## config.mk

```make
export PLATFORM = sky130hd
export DESIGN_NAME = pipe_addsub
export DESIGN_NICKNAME = d
export VERILOG_FILES = /design/src/rtl/pipe_addsub.sv
export SDC_FILE = /design/constraint.sdc
export NUM_CORES = 1
export LEC_CHECK = 0
export ABC_AREA = 1
export BUFFER_PORTS_ARGS = -buffer_cell sky130_fd_sc_hd__buf_4
export CAP_MARGIN = 30
export CORE_AREA = 2 2 171 173
export CTS_CLUSTER_SIZE = 20
export DETAILED_ROUTE_END_ITERATION = 7
export DIE_AREA = 0 0 173 175
export GPL_TIMING_DRIVEN = 0
export PLACE_DENSITY = 0.65
export SETUP_SLACK_MARGIN = 0.1
export SLEW_MARGIN = 0
export SYNTH_ARGS = -nofsm -noshare
export SYNTH_HDL_FRONTEND = slang
export SYNTH_SLANG_ARGS = --single-unit
```

## constraint.sdc

```tcl
create_clock -name clk -period 7.3 [get_ports clk]
set_clock_uncertainty 0.2 [all_clocks]
set_input_delay 1.095 -clock clk [delete_from_list [all_inputs] [get_ports clk]]
set_output_delay 1.095 -clock clk [all_outputs]
set_load 0.01 [all_outputs]
```

## src/rtl/pipe_addsub.sv

```systemverilog
// pipe_addsub: pipelined add/subtract unit with a valid/ready handshake on both sides.
//
// WIDTH is cut into STAGES equal slices of WIDTH/STAGES bits. Stage k computes slice k
// and registers its borrow/carry out, which becomes the borrow/carry in of stage k+1.
// Each stage register holds the following:
//   - a_q/b_q:  the operand slices still to be processed, shifted down so that the next
//               stage always works on bits [SliceW-1:0].
//   - res_q:    the result slices produced so far, shifted in from the top so that the
//               word is aligned once it leaves the last stage.
//   - mode_q, cy_q, vld_q: per-beat mode, borrow/carry and valid bit.
// The whole pipe advances together when the output is empty or is being consumed.
//
// Ports:
//   clk, reset          rising-edge clock, synchronous active-high reset
//   in_valid/in_ready   operand handshake (in_ready = global advance)
//   mode                0 = A - B - Bin, 1 = A + B + Bin
//   A, B, Bin           operands and borrow/carry in
//   out_valid/out_ready result handshake
//   out, Bout           result and borrow/carry out
//   ovf, zero           signed overflow and zero-result flags
//
// Build option: define PIPE_FLAGS_EN to generate the ovf/zero flag registers.
// Without it, ovf and zero are tied to 0.
module pipe_addsub #(
  parameter int unsigned WIDTH  = 32,
  parameter int unsigned STAGES = 4
) (
  input  logic             clk,
  input  logic             reset,
  input  logic             in_valid,
  output logic             in_ready,
  input  logic             mode,
  input  logic [WIDTH-1:0] A,
  input  logic [WIDTH-1:0] B,
  input  logic             Bin,
  output logic             out_valid,
  input  logic             out_ready,
  output logic [WIDTH-1:0] out,
  output logic             Bout,
  output logic             ovf,
  output logic             zero
);

  localparam int unsigned SliceW = WIDTH / STAGES;
  localparam int unsigned Last   = STAGES - 1;

  // Stage registers (index k = output of stage k)
  logic             vld_q  [STAGES];
  logic             cy_q   [STAGES];
  logic             mode_q [STAGES];
  logic [WIDTH-1:0] a_q    [STAGES];
  logic [WIDTH-1:0] b_q    [STAGES];
  logic [WIDTH-1:0] res_q  [STAGES];

  // Stage inputs: ports for stage 0, previous stage register otherwise
  logic             st_v   [STAGES];
  logic             st_c   [STAGES];
  logic             st_m   [STAGES];
  logic [WIDTH-1:0] st_a   [STAGES];
  logic [WIDTH-1:0] st_b   [STAGES];
  logic [WIDTH-1:0] st_r   [STAGES];

  logic [SliceW:0]  sum_ext [STAGES];
  logic [WIDTH-1:0] res_d   [STAGES];
  logic             adv;

  assign adv       = ~vld_q[Last] | out_ready;
  assign in_ready  = adv;
  assign out_valid = vld_q[Last];
  assign out       = res_q[Last];
  assign Bout      = cy_q[Last];

  always_comb begin
    st_v[0] = in_valid;
    st_c[0] = Bin;
    st_m[0] = mode;
    st_a[0] = A;
    st_b[0] = B;
    st_r[0] = '0;
    for (int k = 1; k < STAGES; k++) begin
      st_v[k] = vld_q[k-1];
      st_c[k] = cy_q[k-1];
      st_m[k] = mode_q[k-1];
      st_a[k] = a_q[k-1];
      st_b[k] = b_q[k-1];
      st_r[k] = res_q[k-1];
    end
    for (int k = 0; k < STAGES; k++) begin
      // Bit SliceW of the extended result is the carry (add) or borrow (sub) out.
      if (st_m[k]) begin
        sum_ext[k] = {1'b0, st_a[k][SliceW-1:0]} + {1'b0, st_b[k][SliceW-1:0]}
                   + {{SliceW{1'b0}}, st_c[k]};
      end else begin
        sum_ext[k] = {1'b0, st_a[k][SliceW-1:0]} - {1'b0, st_b[k][SliceW-1:0]}
                   - {{SliceW{1'b0}}, st_c[k]};
      end
      // New slice enters at the top; earlier slices move down one slice width.
      res_d[k] = (st_r[k] >> SliceW)
               | (WIDTH'(sum_ext[k][SliceW-1:0]) << (WIDTH - SliceW));
    end
  end

  always_ff @(posedge clk) begin
    if (reset) begin
      for (int k = 0; k < STAGES; k++) begin
        vld_q[k]  <= 1'b0;
        cy_q[k]   <= 1'b0;
        mode_q[k] <= 1'b0;
        a_q[k]    <= '0;
        b_q[k]    <= '0;
        res_q[k]  <= '0;
      end
    end else if (adv) begin
      for (int k = 0; k < STAGES; k++) begin
        vld_q[k]  <= st_v[k];
        cy_q[k]   <= sum_ext[k][SliceW];
        mode_q[k] <= st_m[k];
        a_q[k]    <= st_a[k] >> SliceW;
        b_q[k]    <= st_b[k] >> SliceW;
        res_q[k]  <= res_d[k];
      end
    end
  end

`ifdef PIPE_FLAGS_EN
  logic ovf_d, zero_d, ovf_q, zero_q;
  logic a_msb, b_msb, r_msb;

  // The last stage still holds the top operand slice, so the operand MSBs sit at SliceW-1.
  always_comb begin
    a_msb  = st_a[Last][SliceW-1];
    b_msb  = st_b[Last][SliceW-1];
    r_msb  = sum_ext[Last][SliceW-1];
    if (st_m[Last]) begin
      ovf_d = (a_msb == b_msb) && (r_msb != a_msb);
    end else begin
      ovf_d = (a_msb != b_msb) && (r_msb != a_msb);
    end
    zero_d = (res_d[Last] == '0);
  end

  always_ff @(posedge clk) begin
    if (reset) begin
      ovf_q  <= 1'b0;
      zero_q <= 1'b0;
    end else if (adv) begin
      ovf_q  <= ovf_d;
      zero_q <= zero_d;
    end
  end

  assign ovf  = ovf_q;
  assign zero = zero_q;
`else
  assign ovf  = 1'b0;
  assign zero = 1'b0;
`endif

endmodule

```

==> impl_metrics.json <==
{
  "worstSetupEndpointType": "output port",
  "regToRegEndpoint": "res_q[0][126]",
  "cts_setup_buffers": 0,
  "die_w_um": 173,
  "clk_pin_slew_ns": 0.07,
  "yosys.area_share.simple_pct": 18.28,
  "yosysMostFrequentCell": "inv_1",
  "tns_ns": 0,
  "cts_made_buffers": 17,
  "max_freq_ghz": 0.3607,
  "die-area_um2": 30280,
  "ant_nets": 0,
  "initial_utilization_pct": 38.49,
  "htreeDepth": 4,
  "yosys-top-cells-area": "edfxtp_1 (51%), inv_1 (10%), ha_1 (9.6%)",
  "synth_ff_type": "edfxtp_1",
  "clk_path_buf_depth": 2,
  "grt_pass1_wl_mm": 35.74,
  "grt_max_degree": 68,
  "synth_area_um2": 10930,
  "synth_common_cells": "inv_1 (304), nor2_1 (192), edfxtp_1 (187)",
  "place.gp.congestion": 0.8207,
  "synth_mux_area_share_pct": 0,
  "antenna_found_initial": 0,
  "synth_xor_area_share_pct": 0.7212,
  "rr_worst_depth": 10,
  "vias_per_cell": 4.402,
  "worstPathRequired_ns": 6.00,
  "rows": 62,
  "finalCritPeriodShare_pct": 37.98,
  "drt-initial-drc-count": 370,
  "drv_cap": 0,
  "synthAdderAreaFrac_pct": 12.55,
  "setup_viol": 0,
  "min_period_ns": 2.772,
  "fp.dieH_um": 175,
  "rsz0062_at_grt": "false",
  "drc": 0,
  "synth_edf_count": 187,
  "synth_cell_type_count": 33,
  "start_kind": "primary input",
  "grt_pass1_vias": 7589,
  "syn_to_final_growth_pct": 17.72,
  "slew_headroom_pct": 54.74,
  "worstPathArrival_ns": 1.48,
  "hold_slack_ns": 0.3402,
  "regToRegSetupSlack_ns": 4.81,
  "clock_latency_ns": 0.44,
  "synth_compound_area_share_pct": 4.602,
  "cts_resized": 0,
  "p_leak_nw": 6.379,
  "synthCells": 1221,
  "dpl.hpwl_mm": 15.83,
  "drt_wl_total_mm": 21.03,
  "finalMaxSlewViolations": 0,
  "cp_max_fo": 2,
  "status": "finished clean",
  "clock_sinks": 187,
  "finalNetCount": 1518,
  "cts_hold_buf": 0,
  "synthArstFlopShare_pct": 0,
  "core-area_um2": 28390,
  "vias": 7682,
  "ys_warn_count": 0,
  "ys_seq_area_share_pct": 51.38,
  "critPathKind": "primary input to output port",
  "syn_area_per_cell_um2": 8.951,
  "endpoint": "in_ready",
  "grt_overflow_total": 0,
  "cts_root_buf": "clkbuf_16",
  "yosysTopAreaCell": "edfxtp_1",
  "portBuffers": 104,
  "first_pass_iters": 5,
  "globalRouteTotalUtil_pct": 14.59,
  "cts_tree": "yes",
  "io_pins": 107,
  "wire_per_inst_um": 12.05,
  "layout-drive-gt1-share_pct": 14.33,
  "power_density_nw_per_um2": 217.2,
  "synth_top_area_share_pct": 51.38,
  "peakVddDrop_v": 0.0001706,
  "ys_seq_elements": 187,
  "antennaDiodeCount": 0,
  "hold_class": "flop to flop",
  "r2r_start": "cy_q[0][2]",
  "cp-startpoint": "out_ready",
  "hold_violations": 0,
  "tightest_slew_ns": 0.6789,
  "synth_top_family_by_area": "simple AND/OR/NAND/NOR gates"
}
==> metrics by stage <==
step	cells	cell area, um^2	power [mW]	utilization [%]	worst slack [ns]
after floorplan	1222	10940	1.747	-	2.237
after global placement	1710	12200	1.908	42.97	0.7740
after detailed placement	1713	12290	1.923	43.28	4.074
after CTS	1745	12870	2.821	45.32	4.522
after global routing	1745	12870	2.952	45.32	4.432
final	1745	12870	2.794	45.32	4.528
==> cell type report <==
cell class / instances / area [um^2]
well taps: 384 / 480.5
plain buffers: 26 / 135.1
flip-flops and latches: 187 / 5615
fillers: 2792 / 15530
clock buffers: 17 / 425.4
clock inverters: 15 / 151.4
multi-input cells: 683 / 3971
repair buffers: 107 / 863.3
inverters: 326 / 1224
==> placed cells by master (no fill, tap or decap), drive strengths merged <==
cell      synthesis  final
inv             324    331
nor2            192    192
edfxtp          187    187
nand2           186    186
buf              24    131
ha               84     84
nand3            83     83
a21oi            59     59
o21ai            23     23
clkbuf            2     19
fa               16     16
nand4            12     12
clkinv            2      8
xor2              5      5
xnor2             4      4
nand3b            4      4
o21bai            3      3
o211ai            3      3
o21a              2      2
conb              1      2
clkinvlp          0      2
or2               2      2
a211oi            1      1
and2              1      1
a31oi             1      1
==> cells by family after synthesis <==
| group | count (synthesis) |
|---|---|
| XOR/XNOR | 9 |
| AND/OR/NAND/NOR | 480 |
| other | 1 |
| buffers and inverters | 352 |
| AO/OA/AOI/OAI | 92 |
| adder cells (fa/ha/maj) | 100 |
| flip-flops | 187 |
==> worst min-delay path by stage <==
stage / startpoint / to / slack [ns] / cells after the start
after floorplan: a_q[0][8] / a_q[0][24] / 0.32 / 2
after global routing: res_q[0][62] / res_q[0][86] / 0.36 / 2
after CTS: res_q[0][62] / res_q[0][86] / 0.35 / 2
after global placement: res_q[0][61] / res_q[0][85] / 0.32 / 2
after detailed placement: res_q[0][61] / res_q[0][85] / 0.33 / 2
final: res_q[0][62] / res_q[0][86] / 0.34 / 2
==> per-layer routing <==
layer	global-route usage [%]	wire [um]	part of all wire, %	vias up
met4	5.120	356	1.7	0
met5	0	0	0	-
li1	-	-	-	4051
met3	2.633	727	3.5	24
met2	24.10	9663	46	135
met1	19.34	10290	49	3472
==> report_power, final <==
group,internal (mW),switching (mW)
Sequential,1.29,0.0362
Clock,0.455,0.440
Combinational,0.235,0.338
Total,1.98,0.815
==> state kept, by name, indices dropped and copies added (netlist names) <==
| register | cells |
|---|---|
| a_q | 48 |
| b_q | 48 |
| cy_q | 4 |
| mode_q | 3 |
| res_q | 80 |
| vld_q | 4 |
==> worst max-delay path, stage by stage <==
cell and delay, ns:
buf_4 0.11, inv_2 0.06, nand2_1 0.06, buf_4 0.15
(Power assumes the default switching activity.)
